File: config.mk
export PLATFORM = sky130hd
export DESIGN_NAME = uart_tx_fifo
export DESIGN_NICKNAME = d
export VERILOG_FILES = /design/src/rtl/uart_tx_fifo.sv
export SDC_FILE = /design/constraint.sdc
export NUM_CORES = 1
export LEC_CHECK = 0
export ABC_CLOCK_PERIOD_IN_PS = 3050
export BUFFER_PORTS_ARGS = -buffer_cell sky130_fd_sc_hd__clkbuf_2
export CORE_MARGIN = 5
export CORE_UTILIZATION = 55
export CTS_BUF_LIST = sky130_fd_sc_hd__clkbuf_4
export DETAILED_ROUTE_END_ITERATION = 12
export PLACE_DENSITY_LB_ADDON = 0.25
export SLEW_MARGIN = 20
export SYNTH_ARGS = -nofsm -noshare
export SYNTH_HDL_FRONTEND = slang
export SYNTH_SLANG_ARGS = --single-unit
File: constraint.sdc
create_clock -name clk -period 3.05 [get_ports clk]
set_clock_uncertainty 0.1 [all_clocks]
set_input_delay 0.61 -clock clk [delete_from_list [all_inputs] [get_ports clk]]
set_output_delay 0.61 -clock clk [all_outputs]
set_load 0.1 [all_outputs]
File: src/rtl/uart_tx_fifo.sv
// uart_tx_fifo: transmit-side byte queue of the APB UART.
// Bus writes are buffered in a small circular FIFO; a launch FSM pops one
// byte at a time, hands it to the transmitter with a one-cycle start pulse
// and then waits for the transmitter's busy window to open and close before
// launching the next byte.
module uart_tx_fifo #(
    parameter int DATA_W = 8,
    parameter int ADDR_W = 3
) (
    input  logic              clk,
    input  logic              rst,
    input  logic              wr_en,
    input  logic [DATA_W-1:0] data_in,
    input  logic              tx_busy,
    output logic              tx_start,
    output logic [DATA_W-1:0] tx_data,
    output logic              full,
    output logic              empty,
    output logic [ADDR_W:0]   count,
    output logic              overflow
);

    localparam int DEPTH = 1 << ADDR_W;

    // Launch FSM encoding; 3 bits wide so unused codes exist and are
    // explicitly steered back to IDLE.
    typedef enum logic [2:0] {
        IDLE      = 3'd0,
        START     = 3'd1,
        WAIT_BSY  = 3'd2,
        WAIT_DONE = 3'd3
    } state_t;

    state_t             state_r;
    state_t             next_state_s;

    logic [DATA_W-1:0]  mem_r [DEPTH];
    logic [ADDR_W:0]    w_ptr_r;
    logic [ADDR_W:0]    r_ptr_r;
    logic               full_s;
    logic               empty_s;
    logic               wr_accept_s;
    logic               pop_s;
    logic               tx_start_r;
    logic [DATA_W-1:0]  tx_data_r;
    logic               overflow_r;

    // Pointer MSB is the wrap flag: equal low bits with differing flags
    // means the write pointer is a full lap ahead.
    assign full_s      = (w_ptr_r[ADDR_W] != r_ptr_r[ADDR_W]) &&
                         (w_ptr_r[ADDR_W-1:0] == r_ptr_r[ADDR_W-1:0]);
    assign empty_s     = (w_ptr_r == r_ptr_r);
    assign wr_accept_s = wr_en && !full_s;

    assign full     = full_s;
    assign empty    = empty_s;
    assign count    = w_ptr_r - r_ptr_r;
    assign tx_start = tx_start_r;
    assign tx_data  = tx_data_r;
    assign overflow = overflow_r;

    // Launch FSM state register.
    always_ff @(posedge clk or posedge rst) begin
        if (rst) begin
            state_r <= IDLE;
        end else begin
            state_r <= next_state_s;
        end
    end

    // Launch FSM next-state logic and pop decision (pops only from IDLE).
    always_comb begin
        next_state_s = state_r;
        pop_s        = 1'b0;
        case (state_r)
            IDLE: begin
                if (!empty_s && !tx_busy) begin
                    pop_s        = 1'b1;
                    next_state_s = START;
                end else begin
                    next_state_s = IDLE;
                end
            end
            START: begin
                next_state_s = WAIT_BSY;
            end
            WAIT_BSY: begin
                if (tx_busy) begin
                    next_state_s = WAIT_DONE;
                end else begin
                    next_state_s = WAIT_BSY;
                end
            end
            WAIT_DONE: begin
                if (!tx_busy) begin
                    next_state_s = IDLE;
                end else begin
                    next_state_s = WAIT_DONE;
                end
            end
            default: begin
                next_state_s = IDLE;
            end
        endcase
    end

    // Storage array; deliberately not reset, stale contents are unreachable
    // because the pointers are cleared.
    always_ff @(posedge clk) begin
        if (wr_accept_s) begin
            mem_r[w_ptr_r[ADDR_W-1:0]] <= data_in;
        end
    end

    // Write pointer advances on every accepted write.
    always_ff @(posedge clk or posedge rst) begin
        if (rst) begin
            w_ptr_r <= {(ADDR_W+1){1'b0}};
        end else if (wr_accept_s) begin
            w_ptr_r <= w_ptr_r + {{ADDR_W{1'b0}}, 1'b1};
        end else begin
            w_ptr_r <= w_ptr_r;
        end
    end

    // Read pointer advances on every pop issued by the launch FSM.
    always_ff @(posedge clk or posedge rst) begin
        if (rst) begin
            r_ptr_r <= {(ADDR_W+1){1'b0}};
        end else if (pop_s) begin
            r_ptr_r <= r_ptr_r + {{ADDR_W{1'b0}}, 1'b1};
        end else begin
            r_ptr_r <= r_ptr_r;
        end
    end

    // Transmitter handoff: byte captured and start pulse raised on the pop
    // edge, so tx_start is high exactly while the FSM sits in START.
    always_ff @(posedge clk or posedge rst) begin
        if (rst) begin
            tx_data_r  <= {DATA_W{1'b0}};
            tx_start_r <= 1'b0;
        end else if (pop_s) begin
            tx_data_r  <= mem_r[r_ptr_r[ADDR_W-1:0]];
            tx_start_r <= 1'b1;
        end else begin
            tx_data_r  <= tx_data_r;
            tx_start_r <= 1'b0;
        end
    end

    // One-cycle flag for a write dropped because the queue was full,
    // regardless of a pop in the same cycle.
    always_ff @(posedge clk or posedge rst) begin
        if (rst) begin
            overflow_r <= 1'b0;
        end else begin
            overflow_r <= wr_en && full_s;
        end
    end

endmodule

# Word level (Yosys, flattened, before mapping)

Memories as Yosys holds them, arrays and structs flattened. A register that Yosys moved wholly into a read port is not among the register bits.
Index checks and enable logic that the tools add are counted.
Widths: inputs -> output; s select.

Memory bits (writable): 64
Flip-flop bits (word level): 13
Memories: 1
Output and inout port bits: 16

Reduce and logical (&&, ||, !) cells: 8
Muxes and demuxes: 9
Equality and inequality tests: 6
Add/subtract/negate cells: 3

Memory list:

| name  | words | width | read ports | clocked after memory_dff | write ports | RTL line | text |
|---|---|---|---|---|---|---|---|
| mem_r | 8     | 8     | 1          | 1                        | 1           | 37       | `logic [DATA_W-1:0] mem_r [DEPTH];` |

Operators with widths:

| cell                | count |
|---|---|
| $pmux 3 s4          | 1 |
| $add 4x1->4 const B | 2 |
| $mux 1              | 7 |
| $eq 3x2->1 const B  | 2 |
| $eq 4x4->1          | 1 |
| $logic_and 1x1->1   | 4 |
| $sub 4x4->4         | 1 |
| $eq 3x1->1 const B  | 1 |
| $eq 3x3->1          | 1 |
| $logic_not 1->1     | 3 |
| $logic_not 3->1     | 1 |
| $mux 2              | 1 |
| $ne 1x1->1          | 1 |

# Logic depth before layout (Yosys ltp)

Gate-level depths: netlist of run 1.

Depth after elaboration: 6
Depth in mapped cells: 10
Gate-level depth less buffers: 7

# Worst setup path after synthesis of run 1

OpenSTA, ideal clock, no wires.

Path type: reg-to-output
Start point: register r_ptr_r[1]
End point: output count[3]
Stages on the path, launching flop included: 8
Setup slack: -544 ps
Data required time: 2340 ps
Arrival: 2884 ps
Buffers on the path: 2
Path through: dfrtp_1 > buf_2 > buf_2 > inv_1 > ha_1 > a21o_1 > a21oi_1 > xnor2_1

Cells in the longest elaborated chain, start to end: 1

RTL lines:

| what                   | RTL line | text |
|---|---|---|
| start, declared        | 39       | `logic [ADDR_W:0] r_ptr_r;` |
| start signal, assigned | 129      | `r_ptr_r <= {(ADDR_W+1){1'b0}};` |
| start signal, assigned | 131      | `r_ptr_r <= r_ptr_r + {{ADDR_W{1'b0}}, 1'b1};` |
| start signal, assigned | 133      | `r_ptr_r <= r_ptr_r;` |
| $sub 4x4->4            | 57       | `assign count = w_ptr_r - r_ptr_r;` |
| end, declared          | 19       | `output logic [ADDR_W:0] count,` |

No other way between the ends.

# Final worst setup path of run 1

Start point: register r_ptr_r[2]
End point: output empty

Cells in the longest elaborated chain, start to end: 1

RTL lines:

| what          | RTL line | text |
|---|---|---|
| $eq 4x4->1    | 52       | `assign empty_s = (w_ptr_r == r_ptr_r);` |
| end, declared | 18       | `output logic empty,` |

No other way between the ends.

==> results_dict.tcl, run 1 <==
set metrics [dict create \
    outcome "complete, no violations" \
    start_util_pct 56.85 \
    area_growth_pct 14.04 \
    relSlewSlack_pct 49.44 \
    final.min_clock_period_ps 2812 \
    synth_ff_type "edfxtp_1" \
    fp-row-count 28 \
    design_area_mm2 0.003861 \
    ys_seq_area_share_pct 71.54 \
    dpl_cell_area_mm2 0.003734 \
    synth_nets 221 \
    slew_viol_final 0 \
    required_ps 2340 \
    endpoint_kind "primary output" \
    clkTransAtPathRegs_ps 140 \
    dp.final_hpwl_mm 4.052 \
    hold_buffers 0 \
    synth_edf_count 64 \
    cts_max_path_buffers 2 \
    ios 28 \
    finalCritPeriodShare_pct 92.21 \
    fp.dieH_um 88.46 \
    first_pass_iters 4 \
    startpoint_type "flip-flop" \
    maxCapViolCount 0 \
    synth_seq_cells 84 \
    syn_area_mm2 0.003386 \
    detail_route.wirelength_mm 6.212 \
    clock_latency_ps 430 \
    clockRootBuffer "clkbuf_4" \
    rsz0062_at_grt "no" \
    h-tree-depth 3 \
    multiInputGateArea_um2 888.4 \
    seqCellArea_mm2 0.002424 \
    via_per_inst 5.497 \
    cts.sinks 84 \
    drt-wirelength-per-cell_um 19.17 \
    synth_top_area_share_pct 56.76 \
    antenna_cells 0 \
    drive_above_1_share_pct 32.13 \
    fin_nets 262 \
    synthesis.instances 203 \
    die_x_um 88.46 \
    tns_ps 0 \
    core_area_mm2 0.005956 \
    synth.avg_cell_area_um2 16.68 \
    grt_overflow_total 0 \
    grt_pass1_wl_mm 9.825 \
    n_fill_cell 436 \
    crit_type "flip-flop to primary output" \
    dieArea_mm2 0.007825 \
    slowest_delay_ps 540 \
    finalHoldViolations 0 \
    synth.area.top_cells "edfxtp_1, dfrtp_1, mux4_2" \
    yosys.area.top_type "edfxtp_1" \
    ant_nets 0 \
    grt_max_degree 22 \
    worst_pin_slew_ps 757.6 \
    synthArstFlopShare_pct 23.81 \
    dr_total_vias 1781 \
    yosys_warnings 0 \
    gp_congestion 0.7716 \
    antenna_found_initial 0 \
    globalRouteTotalUtil_pct 18.09 \
    port_buffers 27 \
    hold_class "primary input to async pin" \
    crit_path_top_delay_cell "dfrtp_2" \
    path_cells "clkinv_1 -> ha_1 -> nand3_1 -> nor2_1 -> buf_12" \
    grt_pass1_vias 1807 \
    setup_violations 0 \
    cp_max_fo 11 \
    cts_buffers 9 \
    max_freq_mhz 355.6 \
    yosysMostFrequentCell "edfxtp_1" \
    drc_errors 0 \
    yosys-top-cells-count "edfxtp_1, nand2_1, dfrtp_1" \
    synthDistinctLibCells 31 \
    cts_tree "built" \
    drtIter0Drc 94 \
    crit_arrival_ps 2100 \
]
## what timing repair did
| action | in CTS | in global routing |
|---|---|---|
| setup buffers | 0 | 0 |
| resized for setup | 0 | 1 |
| endpoints found under the setup margin | 0 | 3 |
## registers in the layout, summed over array words and instances, names as in the netlist
register  flops
mem_r        64
overflow      1
r_ptr_r       4
state_r       2
tx_data       8
tx_start      1
w_ptr_r       4
## path summary, 6_finish.rpt
| path | start | endpoint | slack [ps] | cells past startpoint |
|---|---|---|---|---|
| worst max-delay path | r_ptr_r[2]$_DFFE_PP0P_ | empty | 240 | 5 |
| worst min-delay path | rst | tx_data[3]$_DFFE_PP0P_ | 170 | 2 |
| worst max register to register | r_ptr_r[2]$_DFFE_PP0P_ | mem_r[7][7]$_DFFE_PP_ | 570 | 6 |
| worst min register to register | state_r[1]$_DFF_PP0_ | state_r[1]$_DFF_PP0_ | 400 | 1 |
| max in group asynchronous | rst | r_ptr_r[2]$_DFFE_PP0P_ | 2170 | 2 |
| min in group clk | tx_busy | state_r[0]$_DFF_PP0_ | 320 | 3 |
## layout make-up
type                            count  area share, %
Sequential cell                    84          62.77
Timing Repair Buffer               37          7.453
Inverter                           11          1.069
Multi-Input combinational cell    101          23.01
Tap cell                           75          2.430
Clock inverter                      7          1.523
Clock buffer                        9          1.750
## layer usage
metal,part of all wire [%],vias to the layer above,routed length (um),global-route usage [%]
met3,5.2,12,321,3.631
met4,2.1,0,128,8.242
met2,49,45,3059,29.03
li1,-,837,-,-
met1,44,887,2703,24.07
met5,0,-,0,0
## cells in the final DEF, fill, tap and decap left out, drive strengths merged
| cell type | n |
|---|---|
| a21o | 1 |
| a21oi | 3 |
| a31oi | 8 |
| and3 | 1 |
| buf | 16 |
| clkbuf | 30 |
| clkinv | 2 |
| clkinvlp | 3 |
| dfrtp | 20 |
| edfxtp | 64 |
| fa | 1 |
| ha | 5 |
| inv | 13 |
| mux4 | 16 |
| nand2 | 28 |
| nand2b | 1 |
| nand3 | 1 |
| nand4 | 1 |
| nor2 | 16 |
| nor2b | 1 |
| nor3 | 4 |
| o21ai | 4 |
| or3 | 1 |
| xnor2 | 8 |
| xor2 | 1 |
## logic make-up (layout without fill, tap and decap cells)
group	Yosys count	count (layout)	synth area share (%)
adder cells (fa/ha/maj)	6	6	2.439
XOR/XNOR	9	9	2.993
AO/OA/AOI/OAI	16	16	2.957
AND/OR/NAND/NOR	54	54	6.763
multiplexers	16	16	10.64
buffers and inverters	18	64	2.660
flip-flops	84	84	71.54
## stage by stage
step | cells | hold slack (ps) | util, % | setup slack [ps]
after global placement | 308 | 386.2 | 62.69 | 511.6
final | 324 | 166.9 | 64.83 | 237.6
after floorplan | 203 | 362.3 | - | -241.3
after CTS | 324 | 171.2 | 64.81 | 35.16
after global routing | 324 | 235.6 | 64.83 | 86.17
after detailed placement | 308 | 389.5 | 62.69 | 444.2
## critical path: cells and delay by family (launching register included)
kind	cells	cell delay, ps
adder cells (fa/ha/maj)	1	380
flip-flops	1	540
buffers and inverters	2	330
AND/OR/NAND/NOR	2	410
Power of run 1 is not shown: default switching activity piles up to over one toggle a cycle in this logic, so the estimate is an artifact.
==> run 2: changes to the inputs <==
- ABC_AREA: unset -> 1
==> run 2 against run 1 <==
  * Non-clock buffer count grew 2
  * Critical path depth grew 1
  * First-iteration DRC count shrank 13%
  * Register-to-register slack gained 240 ps
  * Sequential share of layout area shrank 6.5 points
  * Final area grew 11%
  * Utilization shrank 1.5 points
  * Die area grew 12%
  * Flip-flop and latch count is the same
  * Via count grew 37%
  * Cell count grew 57%
  * Critical path type unchanged
==> results_dict.tcl, run 2 <==
set metrics [dict create \
    cts_buffers 9 \
    ys_seq_area_share_pct 63.23 \
    synthesis.instances 371 \
    finalCritPeriodShare_pct 92.06 \
    synthArstFlopShare_pct 23.81 \
    worst_pin_slew_ps 758.6 \
    antenna_cells 0 \
    synth_edf_count 64 \
    multiInputGateArea_mm2 0.001079 \
    via_per_inst 4.806 \
    final.min_clock_period_ps 2808 \
    grt_pass1_vias 2395 \
    wl_met3_um 402 \
    finalHoldViolations 0 \
    start_util_pct 56.39 \
    place_inst 493 \
    cts_resized 0 \
    hold_class "primary input to async pin" \
    clkTransAtPathRegs_ps 130 \
    dieArea_mm2 0.008735 \
    ios 28 \
    synth_ff_type "edfxtp_1" \
    synth_seq_cells 84 \
    path_delay_family "adder cells" \
    n_fill_cell 525 \
    drtIter0Drc 82 \
    yosys_warnings 0 \
    endpoint_kind "primary output" \
    drc_errors 0 \
    highest_layer "met4" \
    grt_overflow_total 0 \
    wl_met2_mm 3.705 \
    startpoint_type "flip-flop" \
    die_x_um 93.46 \
    crit_type "flip-flop to primary output" \
    globalRouteTotalUtil_pct 18.38 \
    hold_buffers 0 \
    fin_nets 426 \
    max_freq_mhz 356.2 \
    outcome "complete, no violations" \
    detail_route.wirelength_mm 7.301 \
    port_buffers 27 \
    synth_nets 389 \
    cts_max_path_buffers 2 \
    path_cells "inv_2 -> ha_1 -> nand2_1 -> o21ai_0 -> xor2_2 -> buf_12" \
    crit_arrival_ps 2100 \
    synth.area.top_cells "edfxtp_1, dfrtp_1, nand2_1" \
    grt_pass1_wl_mm 11.88 \
    largest_reg_flops 64 \
    slowest_delay_ps 430 \
    cts_setup_buffers 0 \
    wl_met1_mm 3.137 \
    setup_violations 0 \
    yosys.area.top_type "edfxtp_1" \
    final_cell_count_no_fill 509 \
    drt-wirelength-per-cell_um 14.34 \
    drive_above_1_share_pct 20.58 \
    h-tree-depth 3 \
    antenna_found_initial 0 \
    core_area_mm2 0.006794 \
    cp_max_fo 10 \
    cts_tree "built" \
    crit_path_top_delay_cell "ha_1" \
    maxCapViolCount 0 \
    ant_nets 0 \
    fp-row-count 30 \
    grt_max_degree 36 \
    slew_viol_final 0 \
    fp.dieH_um 93.46 \
    first_pass_iters 4 \
    worst-path-buf-inv 2 \
    seqCellArea_mm2 0.002422 \
    area_growth_pct 12.31 \
    dr_total_vias 2446 \
    clockRootBuffer "clkbuf_4" \
    layout_commonest_cell "nand2_1" \
    synthDistinctLibCells 26 \
    cts.sinks 84 \
    gp_congestion 0.8197 \
    yosysMostFrequentCell "nand2_1" \
    synth.avg_cell_area_um2 10.33 \
    syn_area_mm2 0.003831 \
    layout_common_cells "nand2_1, edfxtp_1, inv_1" \
    synth_top_area_share_pct 50.16 \
    required_ps 2340 \
    dp.final_hpwl_mm 4.784 \
    rsz0062_at_grt "no" \
    clock_latency_ps 420 \
    yosys-top-cells-count "nand2_1, edfxtp_1, inv_1" \
    relSlewSlack_pct 49.37 \
]
## run 2: kinds of logic (layout without fill, tap and decap cells)
kind of cell / Yosys count / in the layout / synth area share (%)
AOI/OAI and AO/OA: 6 / 6 / 0.7836
xor gates and xnor gates: 5 / 5 / 1.339
adders and majority gates: 6 / 6 / 2.155
buffers and inverters: 79 / 121 / 9.014
DFF: 84 / 84 / 63.23
and+or+nand+nor: 191 / 191 / 23.48
## run 2: cell type report
type	count	area share (%)
repair buffers	39	6.979
clock buffers	10	1.745
multi-input cells	208	25.07
inverters	66	5.845
well taps	96	2.792
flip-flops and latches	84	56.30
clock inverters	6	1.279
## run 2: path summary, 6_finish.rpt
| check | startpoint | to | slack [ps] | cells after the start |
|---|---|---|---|---|
| min in group clk | tx_busy | state_r[0]$_DFF_PP0_ | 320 | 3 |
| worst min register to register | tx_data[4]$_DFFE_PP0P_ | tx_data[4]$_DFFE_PP0P_ | 400 | 2 |
| worst min-delay path | rst | tx_start$_DFF_PP0_ | 180 | 2 |
| worst max-delay path | r_ptr_r[2]$_DFFE_PP0P_ | count[3] | 240 | 6 |
| worst max register to register | r_ptr_r[1]$_DFFE_PP0P_ | mem_r[6][2]$_DFFE_PP_ | 810 | 8 |
| max in group asynchronous | rst | r_ptr_r[2]$_DFFE_PP0P_ | 2180 | 2 |
## run 2: stage by stage
step / worst slack, ps / hold slack, ps / instance area [um2] / utilization [%] / TNS [ps]
2_1_floorplan: -4.333 / 364.6 / 3846 / - / -4.333
3_3_place_gp: 695.2 / 375.1 / 4173 / 61.42 / 0
3_5_place_dp: 676.4 / 379.9 / 4173 / 61.42 / 0
4_1_cts: 203.0 / 204.5 / 4303 / 63.33 / 0
5_1_grt: 104.1 / 239.1 / 4303 / 63.33 / 0
6_report: 242.3 / 180.6 / 4303 / 63.33 / 0
## run 2: per-layer routing
layer  vias to the layer above  GRT usage [%]
met4                         0          6.838
met1                      1133          23.58
met2                        65          31.03
met5                         -              0
li1                       1244              -
met3                         4          3.379
Power of run 2 is left out for the same reason.
